[src/rtl/dmem_access_ctrl.sv]
// dmem_access_ctrl: data-memory access sequencer between the memory stage and a
// multi-cycle req/ack data memory. Word-aligns byte/halfword/word accesses with
// big-endian byte enables, formats load data, and stalls the pipeline while a
// bus transaction is outstanding.
// Optional feature: define DMEM_TIMEOUT_EN to abort BUSY after TIMEOUT_CYCLES
// cycles without mem_ack (bus_err_out pulse, rdata_out cleared).
module dmem_access_ctrl #(
    parameter int TIMEOUT_CYCLES = 255,
    parameter int TO_W           = 8
) (
    input  logic        clk,
    input  logic        reset,
    input  logic        MemWrite_in,
    input  logic        MemToReg_in,
    input  logic [0:31] addr_in,
    input  logic [0:31] wdata_in,
    input  logic [0:1]  DSize_in,
    input  logic        loadSign_in,
    output logic        stall_out,
    output logic [0:31] rdata_out,
    output logic        misalign_out,
    output logic        bus_err_out,
    output logic        mem_req,
    output logic        mem_we,
    output logic [0:31] mem_addr,
    output logic [0:3]  mem_be,
    output logic [0:31] mem_wdata,
    input  logic        mem_ack,
    input  logic [0:31] mem_rdata
);

    typedef enum logic [1:0] {IDLE, BUSY, DONE} stateType;

    stateType    state, nextState;
    logic        isAccess, isWord, isHalf, misaligned, accept;
    logic [0:3]  beNext;
    logic [0:31] wdataNext;
    logic [0:1]  sizeReg, offReg;
    logic        signReg, isLoadReg;
    logic [0:7]  loadByte;
    logic [0:15] loadHalf;
    logic [0:31] fmtData;
    logic        timeoutHit;

    // The counter width must be able to hold the abort threshold.
    if (TIMEOUT_CYCLES < 1 || TIMEOUT_CYCLES >= (1 << TO_W)) begin : gBadTimeoutCfg
        $error("dmem_access_ctrl: TO_W too narrow for TIMEOUT_CYCLES");
    end

    // Request decode; a simultaneous load and store request is treated as a store.
    assign isAccess   = MemWrite_in | MemToReg_in;
    assign isWord     = DSize_in[0];
    assign isHalf     = (DSize_in == 2'b01);
    assign misaligned = (isHalf & addr_in[31]) | (isWord & (addr_in[30:31] != 2'b00));
    assign accept     = (state == IDLE) & isAccess & ~misaligned;

    // Byte enables and lane-replicated store data for the incoming request.
    always_comb begin
        if (isWord) begin
            beNext    = 4'b1111;
            wdataNext = wdata_in;
        end else if (isHalf) begin
            beNext    = addr_in[30] ? 4'b0011 : 4'b1100;
            wdataNext = {2{wdata_in[16:31]}};
        end else begin
            beNext    = 4'b1000 >> addr_in[30:31];
            wdataNext = {4{wdata_in[24:31]}};
        end
    end

    // Lane extraction and sign/zero extension using the attributes latched at issue.
    always_comb begin
        loadByte = mem_rdata[{offReg, 3'b000} +: 8];
        loadHalf = offReg[0] ? mem_rdata[16:31] : mem_rdata[0:15];
        if (sizeReg[0]) begin
            fmtData = mem_rdata;
        end else if (sizeReg == 2'b01) begin
            fmtData = {{16{signReg & loadHalf[0]}}, loadHalf};
        end else begin
            fmtData = {{24{signReg & loadByte[0]}}, loadByte};
        end
    end

    // State register.
    always_ff @(posedge clk) begin
        // NOTE: sequential state uses non-blocking assignments so every register
        // samples pre-edge values regardless of block ordering.
        if (reset) state <= IDLE;
        else       state <= nextState;
    end

    // Next-state decode plus stall, request and misalignment outputs.
    always_comb begin
        // NOTE: every output gets a default first so no path infers a latch.
        nextState    = state;
        stall_out    = 1'b0;
        misalign_out = 1'b0;
        mem_req      = 1'b0;
        case (state)
            IDLE: begin
                if (isAccess) begin
                    if (misaligned) begin
                        misalign_out = 1'b1;
                    end else begin
                        stall_out = 1'b1;
                        nextState = BUSY;
                    end
                end
            end
            BUSY: begin
                stall_out = 1'b1;
                mem_req   = 1'b1;
                if (mem_ack || timeoutHit) nextState = DONE;
            end
            DONE:    nextState = IDLE;
            default: nextState = IDLE;
        endcase
    end

    // Bus-side registers, loaded once when an aligned request is accepted.
    always_ff @(posedge clk) begin
        // NOTE: these data registers are reset because every output must read 0
        // after reset, not merely the control state.
        if (reset) begin
            mem_addr  <= '0;
            mem_we    <= 1'b0;
            mem_be    <= '0;
            mem_wdata <= '0;
            sizeReg   <= '0;
            offReg    <= '0;
            signReg   <= 1'b0;
            isLoadReg <= 1'b0;
        end else if (accept) begin
            mem_addr  <= {addr_in[0:29], 2'b00};
            mem_we    <= MemWrite_in;
            mem_be    <= beNext;
            mem_wdata <= wdataNext;
            sizeReg   <= DSize_in;
            offReg    <= addr_in[30:31];
            signReg   <= loadSign_in;
            isLoadReg <= ~MemWrite_in;
        end
    end

    // Load result register: captured on ack for loads, cleared on abort, else held.
    always_ff @(posedge clk) begin
        if (reset) begin
            rdata_out <= '0;
        end else if ((state == BUSY) && mem_ack && isLoadReg) begin
            rdata_out <= fmtData;
        end else if (timeoutHit) begin
            rdata_out <= '0;
        end
    end

`ifdef DMEM_TIMEOUT_EN
    localparam logic [TO_W-1:0] TO_LAST = TO_W'(TIMEOUT_CYCLES - 1);

    logic [TO_W-1:0] toCnt;
    logic            busErrReg;

    // An ack in the final allowed cycle wins over the abort.
    assign timeoutHit  = (state == BUSY) && !mem_ack && (toCnt == TO_LAST);
    assign bus_err_out = busErrReg;

    // Timeout counter: cleared on entry to BUSY, counts BUSY cycles without ack.
    always_ff @(posedge clk) begin
        if (reset) begin
            toCnt <= '0;
        end else if (accept) begin
            toCnt <= '0;
        end else if ((state == BUSY) && !mem_ack) begin
            toCnt <= toCnt + 1'b1;
        end
    end

    // Error pulse registered on the abort edge, so it is high during DONE only.
    always_ff @(posedge clk) begin
        if (reset) busErrReg <= 1'b0;
        else       busErrReg <= timeoutHit;
    end
`else
    assign timeoutHit  = 1'b0;
    assign bus_err_out = 1'b0;
`endif

endmodule

[config.mk]
export PLATFORM = sky130hd
export DESIGN_NAME = dmem_access_ctrl
export DESIGN_NICKNAME = d
export VERILOG_FILES = /design/src/rtl/dmem_access_ctrl.sv
export SDC_FILE = /design/constraint.sdc
export NUM_CORES = 1
export LEC_CHECK = 0
export ABC_AREA = 1
export BUFFER_PORTS_ARGS = -buffer_cell sky130_fd_sc_hd__buf_2
export CAP_MARGIN = 20
export CORE_ASPECT_RATIO = 1.25
export CORE_UTILIZATION = 48
export CTS_CLUSTER_SIZE = 8
export DETAILED_ROUTE_END_ITERATION = 6
export PLACE_DENSITY_LB_ADDON = 0.08
export RECOVER_POWER = 100
export REMOVE_ABC_BUFFERS = 1
export SYNTH_ARGS = -nofsm -noshare
export SYNTH_HDL_FRONTEND = slang
export SYNTH_SLANG_ARGS = --single-unit
[constraint.sdc]
create_clock -name clk -period 1.65 [get_ports clk]
set_clock_uncertainty 0.05 [all_clocks]
set_input_delay 0.0825 -clock clk [delete_from_list [all_inputs] [get_ports clk]]
set_output_delay 0.0825 -clock clk [all_outputs]
set_load 0.01 [all_outputs]
### Yosys cells after proc, flatten, opt, wreduce, memory -nomap -nowiden

Index checks and enable logic that the tools add are counted.

| word-level totals | value |
|---|---|
| register bits | 107 |
| bits of input ports | 104 |
| output and inout bits | 105 |
| word-level logic and storage cells | 53 |

| operators by class | value |
|---|---|
| equality and inequality tests | 6 |
| shifts and indexed selects | 2 |
| muxes and demuxes | 19 |
| bitwise gates (word level) | 11 |
| reduce and logical (&&, ||, !) cells | 5 |

Operators by type and width:

| kind | count |
|---|---|
| $mux 32 | 4 |
| $shiftx 32x6->33 | 1 |
| $mux 16 | 1 |
| $mux 4 | 3 |
| $and 1x1->1 | 6 |
| $eq 2x1->1 const B | 3 |
| $mux 1 | 6 |
| $mux 2 | 3 |
| $ne 2x2->1 const B | 3 |
| $not 5->6 | 1 |
| $pmux 2 s2 | 1 |
| $shr 4x2->4 const A | 1 |
| $reduce_and 3->1 | 1 |
| $logic_and 1x1->1 | 2 |
| $logic_not 2->1 | 1 |
| $not 1->1 | 2 |
| $or 1x1->1 | 2 |
| $pmux 1 s2 | 1 |
| $reduce_bool 2->1 | 1 |

### Depth between registers and ports, before layout

Gate-level depths: netlist of run 1.

| depth | value |
|---|---|
| depth after elaboration | 6 |
| mapped depth | 10 |
| depth with buffers taken out | 9 |

### Least setup slack after synthesis of run 1

No wires, ideal clock.

| timing | value |
|---|---|
| path kind | register to register |
| from | register state[1] |
| to | register rdata_out[2] (netlist name) |
| library setup time | 122 ps |
| data arrival time | 1,177 ps |
| required time | 1,478 ps |
| slack | 301 ps |
| cell stages (with the launch flop) | 10 |
| buffers on the path | 2 |
| period minus slack after synthesis | 1,349 ps |
| cell sequence | dfxtp_1 inv_1 nand2_1 inv_2 nand3_2 inv_2 buf_4 buf_2 o21ai_0 a21oi_2 |

| on the way | value |
|---|---|
| longest elaborated chain between the ends | 3 |

Ends and longest elaborated chain:

| what | RTL line | text |
|---|---|---|
| start: declaration | 34 | `stateType state, nextState;` |
| start signal: assignment | 89 | `else state <= nextState;` |
| $eq 2x1->1 | 149 | `end else if ((state == BUSY) && mem_ack && isLoadReg) begin` |
| $logic_and 1x1->1 (2 in a row) | 149 |  |
| end signal: assignment | 150 | `rdata_out <= fmtData;` |
| end: declaration | 20 | `output logic [0:31] rdata_out,` |

Every way passes these cells.
A chain may end at the register's enable or synchronous reset.

### Worst setup path in the final report of run 1

| timing | value |
|---|---|
| from | register state[1] |
| to | output stall_out |

| on the way | value |
|---|---|
| longest elaborated chain between the ends | 2 |
| elaborated cells on any way between the ends | 3 |
| those cells by class | eq/ne: 1; mux: 1; reduce/logical: 1 |

Ends and longest elaborated chain:

| what | RTL line | text |
|---|---|---|
| $eq 2x1->1 or $logic_not 2->1 (tied branches) | 99 | `case (state)` |
| $pmux 1 s2 * | 99 |  |
| end: declaration | 19 | `output logic stall_out,` |

Mark *: on every way between the ends. The rest lies on a longest branch, timed or not.

==> impl_metrics.ini, run 1 <==
[setup_path]
cp-end-kind = primary output
crit_arrival_ns = 1.46
required_ns = 1.52
slowest_delay_ns = 0.31
cp_max_fo = 18
path_cells = or2_1 > nor2_1 > nand2_2 > buf_12 > nand2_1 > buf_2
critPathTopFamily = simple AND/OR/NAND/NOR gates
start_kind = flip-flop
crit_buf_inv = 2
cp_slowest_cell = dfxtp_1
critical_path_class = flip-flop to primary output

[die]
die_w_um = 91.3
num_rows = 40
io-pin-count = 209
die_area_mm2 = 0.0104
start_util_pct = 49.5
die_y_um = 114
coreArea_mm2 = 0.00966

[final_layout]
post-route-util_pct = 68.2
fin_cells = 1045
final_cell_area_mm2 = 0.00659
diodes = 0
layout-drive-gt1-share_pct = 18.7
synthToLayoutAreaGrowth_pct = 37.7
nets = 1019

[global_routing]
grt_overflow = 0
grt_first_pass_wirelength_um = 22200
antenna_found_initial = 0
grt_max_degree = 59
grt_pass1_vias = 4793
grt_usage_pct = 26.5

[power]
p_comb_share_pct = 20.6
power_frac_seq_pct = 44.6
power_w = 0.00642
swShare_pct = 28.3
ir_drop_v = 0.000706
powerDensity_mw_per_mm2 = 975
power.internal_w = 0.00461
clkPwrFrac_pct = 34.8
p_switching_w = 0.00182
p_leak_nw = 3.02

[logic_synthesis]
syn_area_mm2 = 0.00479
synthDistinctLibCells = 27
synthCells = 677
synth_seq_cells = 107
yosysWarnings = 0
ys_seq_area_share_pct = 44.8
syn_avg_cell_area_um2 = 7.07

[timing]
fin_crit_sh_pct = 96.6
grt_setup_unrepaired = no
fmax_mhz = 628
setup_viol = 0
fin_tns_setup_ns = 0
slew_viol_final = 0
hold_violations = 0
period_needed_ns = 1.59

[clock_tree]
path_clk_slew_ns = 0.07
cts_buffers = 9
clock_sinks = 107
clockRootBuffer = clkbuf_16
insertion_delay_ns = 0.34
cts_tree = done
clk_path_buf_depth = 2
htree_levels = 3

[placement]
place.gp.congestion = 0.921
place_area_mm2 = 0.00588
hpwl_um = 9300
dpl.cell_count = 978
io_buffers = 205

[job]
drv_cap = 0

[detailed_routing]
drt_iter0_markers = 223
drt_first_pass_iters = 5
dr_total_vias = 5227
postRouteAntennaNets = 0
post-route-drc-count = 0
wl_um = 14000
wire_per_inst_um = 13.4
viasPerCell = 5.00

[worst_hold_path]
worstHoldPathType = input port to flip-flop

[status]
outcome = complete, no violations
path summary, 6_finish.rpt:
path                            cells past startpoint                   endpoint  slack, ns                       from
worst max register to register                      6   mem_addr[4]$_SDFFE_PP0P_       0.13      state[1]$_SDFFE_PP0P_
worst max-delay path                                6                  stall_out       0.06      state[1]$_SDFFE_PP0P_
worst min register to register                      2  mem_wdata[6]$_SDFFE_PP0P_       0.42  mem_wdata[6]$_SDFFE_PP0P_
worst min-delay path                                3  rdata_out[9]$_SDFFE_PP0P_      0.006               mem_rdata[9]
area by class of cell:
cell class / instances / area [um2]
Multi-Input combinational cell: 487 / 2230
Timing Repair Buffer: 274 / 1610
Tap cell: 126 / 158
Fill cell: 893 / 3070
Clock buffer: 12 / 267
Clock inverter: 3 / 46.3
Sequential cell: 107 / 2140
Inverter: 36 / 135
cell usage after synthesis (all sizes together):
cell,n,area [um2]
nand2,163,637
dfxtp,107,2140
o21ai,99,495
a21oi,89,505
nor2,88,333
inv,36,138
buf,29,189
clkbuf,20,75.1
nand3,20,105
or2,16,100
o21a,6,45.0
nor3,2,10.0
conb,1,3.75
o211ai,1,7.51
flip-flops by register name (all words and copies together), names as in the netlist, 2 cells and up:
name       flops
mem_addr      30
sizeReg        2
state          2
offReg         2
mem_wdata     32
rdata_out     32
mem_be         4
logic make-up after synthesis:
| group | synth area share [%] |
|---|---|
| buffers and inverters | 8.39 |
| DFF | 44.8 |
| AOI/OAI and AO/OA | 22.0 |
| other | 0.0784 |
| and+or+nand+nor | 24.8 |
cells in the final DEF, fill, tap and decap left out, drive strengths merged:
cell | Yosys | routed
dlygate4sd3 | 0 | 50
a21oi | 89 | 89
nand3 | 20 | 20
dfxtp | 107 | 107
or2 | 16 | 16
nor2 | 88 | 88
clkbuf | 20 | 115
o21ai | 99 | 99
buf | 29 | 121
clkinv | 0 | 1
inv | 36 | 36
o211ai | 1 | 1
clkinvlp | 0 | 1
bufinv | 0 | 1
o21a | 6 | 6
nor3 | 2 | 2
conb | 1 | 3
nand2 | 163 | 163
per-stage QoR:
stage / worst slack (ns) / hold WS [ns]
global route: 0.00215 / 0.0173
floorplan: -0.644 / 0.102
global placement: 0.176 / 0.282
detailed placement: 0.133 / 0.289
CTS: 0.0129 / 0.00225
finish: 0.0565 / 0.00622
power groups by stage:
stage / Clock [W] / Combinational, W / Sequential (W)
6_report: 0.00224 / 0.00132 / 0.00286
5_1_grt: 0.00236 / 0.00148 / 0.00288
4_1_cts: 0.00227 / 0.00132 / 0.00286
3_5_place_dp: 0 / 0.00123 / 0.00292
3_3_place_gp: 0 / 0.00122 / 0.00291
2_1_floorplan: 0 / 0.000579 / 0.00301
worst min-delay path, cell delays in order:
cell and delay, ns:
buf_2 0.09, a21oi_1 0.06, a21oi_1 0.13
layer usage:
layer,vias up,track usage [%],wire length [um]
li1,2655,-,-
met3,30,5.73,902
met4,0,12.3,379
met1,2373,29.3,5550
met2,169,48.4,7180
met5,-,0,0
repair_timing:
| item | 4_1_cts | 5_1_grt |
|---|---|---|
| hold endpoints to repair | 51 | 0 |
| resized for setup | 0 | 7 |
| endpoints found under the setup margin | 0 | 58 |
| buffers inserted | 0 | 1 |
| hold buffers | 50 | 0 |
Power figures use the tool's default switching activity.
==> run 2, diff against run 1 <==
GPL_TIMING_DRIVEN = 0   (was default)
==> impl_metrics.ini, run 2 (synthesis gave the netlist of run 1 again) <==
[status]
outcome = complete, no violations

[setup_path]
reg2reg_depth = 7
cp-endpoint = stall_out
regToRegEndpoint = mem_addr[11]$_SDFFE_PP0P_
crit_arrival_ns = 1.46
cp_slowest_cell = dfxtp_1
r2r_slack_ns = 0.10
cp_max_fo = 5
start_kind = flip-flop
critical_path_class = flip-flop to primary output
slowest_delay_ns = 0.32
required_ns = 1.52
cp-startpoint = state[1]$_SDFFE_PP0P_
cp-end-kind = primary output
reg2reg_from = state[1]$_SDFFE_PP0P_
path_cells = or2_4 > nor2_4 > nand2_4 > buf_12 > nand2_1 > buf_2

[global_routing]
grt_pass1_vias = 4882
grt_first_pass_wirelength_um = 23000
grt_usage_pct = 27.6
grt_overflow = 0
grt_max_degree = 72
antenna_found_initial = 0

[final_layout]
final_cell_area_mm2 = 0.00672
layout-drive-gt1-share_pct = 19.8
layout_commonest_cell = nand2_1
reg.largest.list = mem_wdata (32), rdata_out (32), mem_addr (30)
post-route-util_pct = 69.6
mostFrequentLayoutCells = nand2_1 (157), buf_2 (105), dfxtp_1 (104)
nets = 1016
synthToLayoutAreaGrowth_pct = 40.5
diodes = 0

[timing]
period_needed_ns = 1.60
fmax_mhz = 626
setup_viol = 0
fin_ws_ns = 0.0529
max_slew.worst_pin.slew_ns = 0.663
hold_violations = 0
slew_viol_final = 0
fin_crit_sh_pct = 96.8
holdWs_ns = 0.00173
slew_headroom_pct = 55.8

[placement]
place_area_mm2 = 0.00575
place.gp.congestion = 0.854
place_ws_ns = -1.46
hpwl_um = 8950
io_buffers = 205

[power]
p_leak_nw = 3.05
ir_drop_v = 0.000615
power_w = 0.00681
powerDensity_mw_per_mm2 = 1010

[detailed_routing]
drt_iter0_markers = 277
viasPerCell = 5.06
wl_um = 14600
wire_per_inst_um = 14.0
dr_total_vias = 5278
post-route-drc-count = 0
postRouteAntennaNets = 0
drt_first_pass_iters = 5

[clock_tree]
cts_tree = done
cts_buffers = 9
clk_path_buf_depth = 2
htree_levels = 3
path_clk_slew_ns = 0.07
clock_sinks = 107
insertion_delay_ns = 0.34
clockRootBuffer = clkbuf_16

[die]
coreArea_mm2 = 0.00966
start_util_pct = 49.5
io-pin-count = 209
die_area_mm2 = 0.0104
die_w_um = 91.3
die_y_um = 114
num_rows = 40

[worst_hold_path]
worstHoldPathType = input port to flip-flop

[job]
drv_cap = 0
==> run 2: layer usage <==
metal / global-route usage [%] / part of all wire (%)
met5: 0 / 0
met4: 11.9 / 3.2
met3: 4.87 / 6.6
met2: 51.1 / 51
met1: 31.0 / 39
==> run 2: stage by stage <==
stage	setup TNS (ns)	cells
detailed placement	-113.36	963
floorplan	-44.53	630
finish	0	1043
global placement	-146.71	961
CTS	0	1037
global route	-0.000943	1043
==> run 2: worst min-delay path by stage <==
stage,slack (ns),start,depth (start not counted),endpoint
global placement,0.28,addr_in[9],3,mem_addr[9]$_SDFFE_PP0P_
floorplan,0.10,reset,1,isLoadReg$_SDFFE_PP0P_
detailed placement,0.29,addr_in[5],3,mem_addr[5]$_SDFFE_PP0P_
CTS,0.001,mem_rdata[4],3,rdata_out[4]$_SDFFE_PP0P_
global route,0.009,mem_rdata[4],3,rdata_out[4]$_SDFFE_PP0P_
finish,0.002,mem_rdata[0],3,rdata_out[0]$_SDFFE_PP0P_
==> run 2: timing repair <==
item                                    CTS  global route
buffers inserted                          5             5
endpoints found under the setup margin  107            46
endpoints found under the hold margin    52             0
cloned                                    2             1
pin swaps                                 4             1
resized for setup                        16             7
hold buffers                             51             0
==> run 2: cell type report <==
class                      count  area [um2]
tap                          126         158
fill                         899        2940
multi-input combinational    488        2290
inverter                      36         179
sequential                   107        2150
timing repair buffer         270        1580
clock buffer                   9         225
clock inverter                 7         140
==> run 2: critical path: cells and delay by family, from the launching register on <==
family                 cells  cell delay (ns)
buffers and inverters      2             0.30
and+or+nand+nor            4             0.51
DFF                        1             0.32
==> run 2: power breakdown <==
group / internal, W / leakage (nW) / switching [W]
Sequential: 0.00276 / 0.878 / 0.000117
Combinational: 0.000563 / 2.00 / 0.000801
Clock: 0.00163 / 0.172 / 0.000937
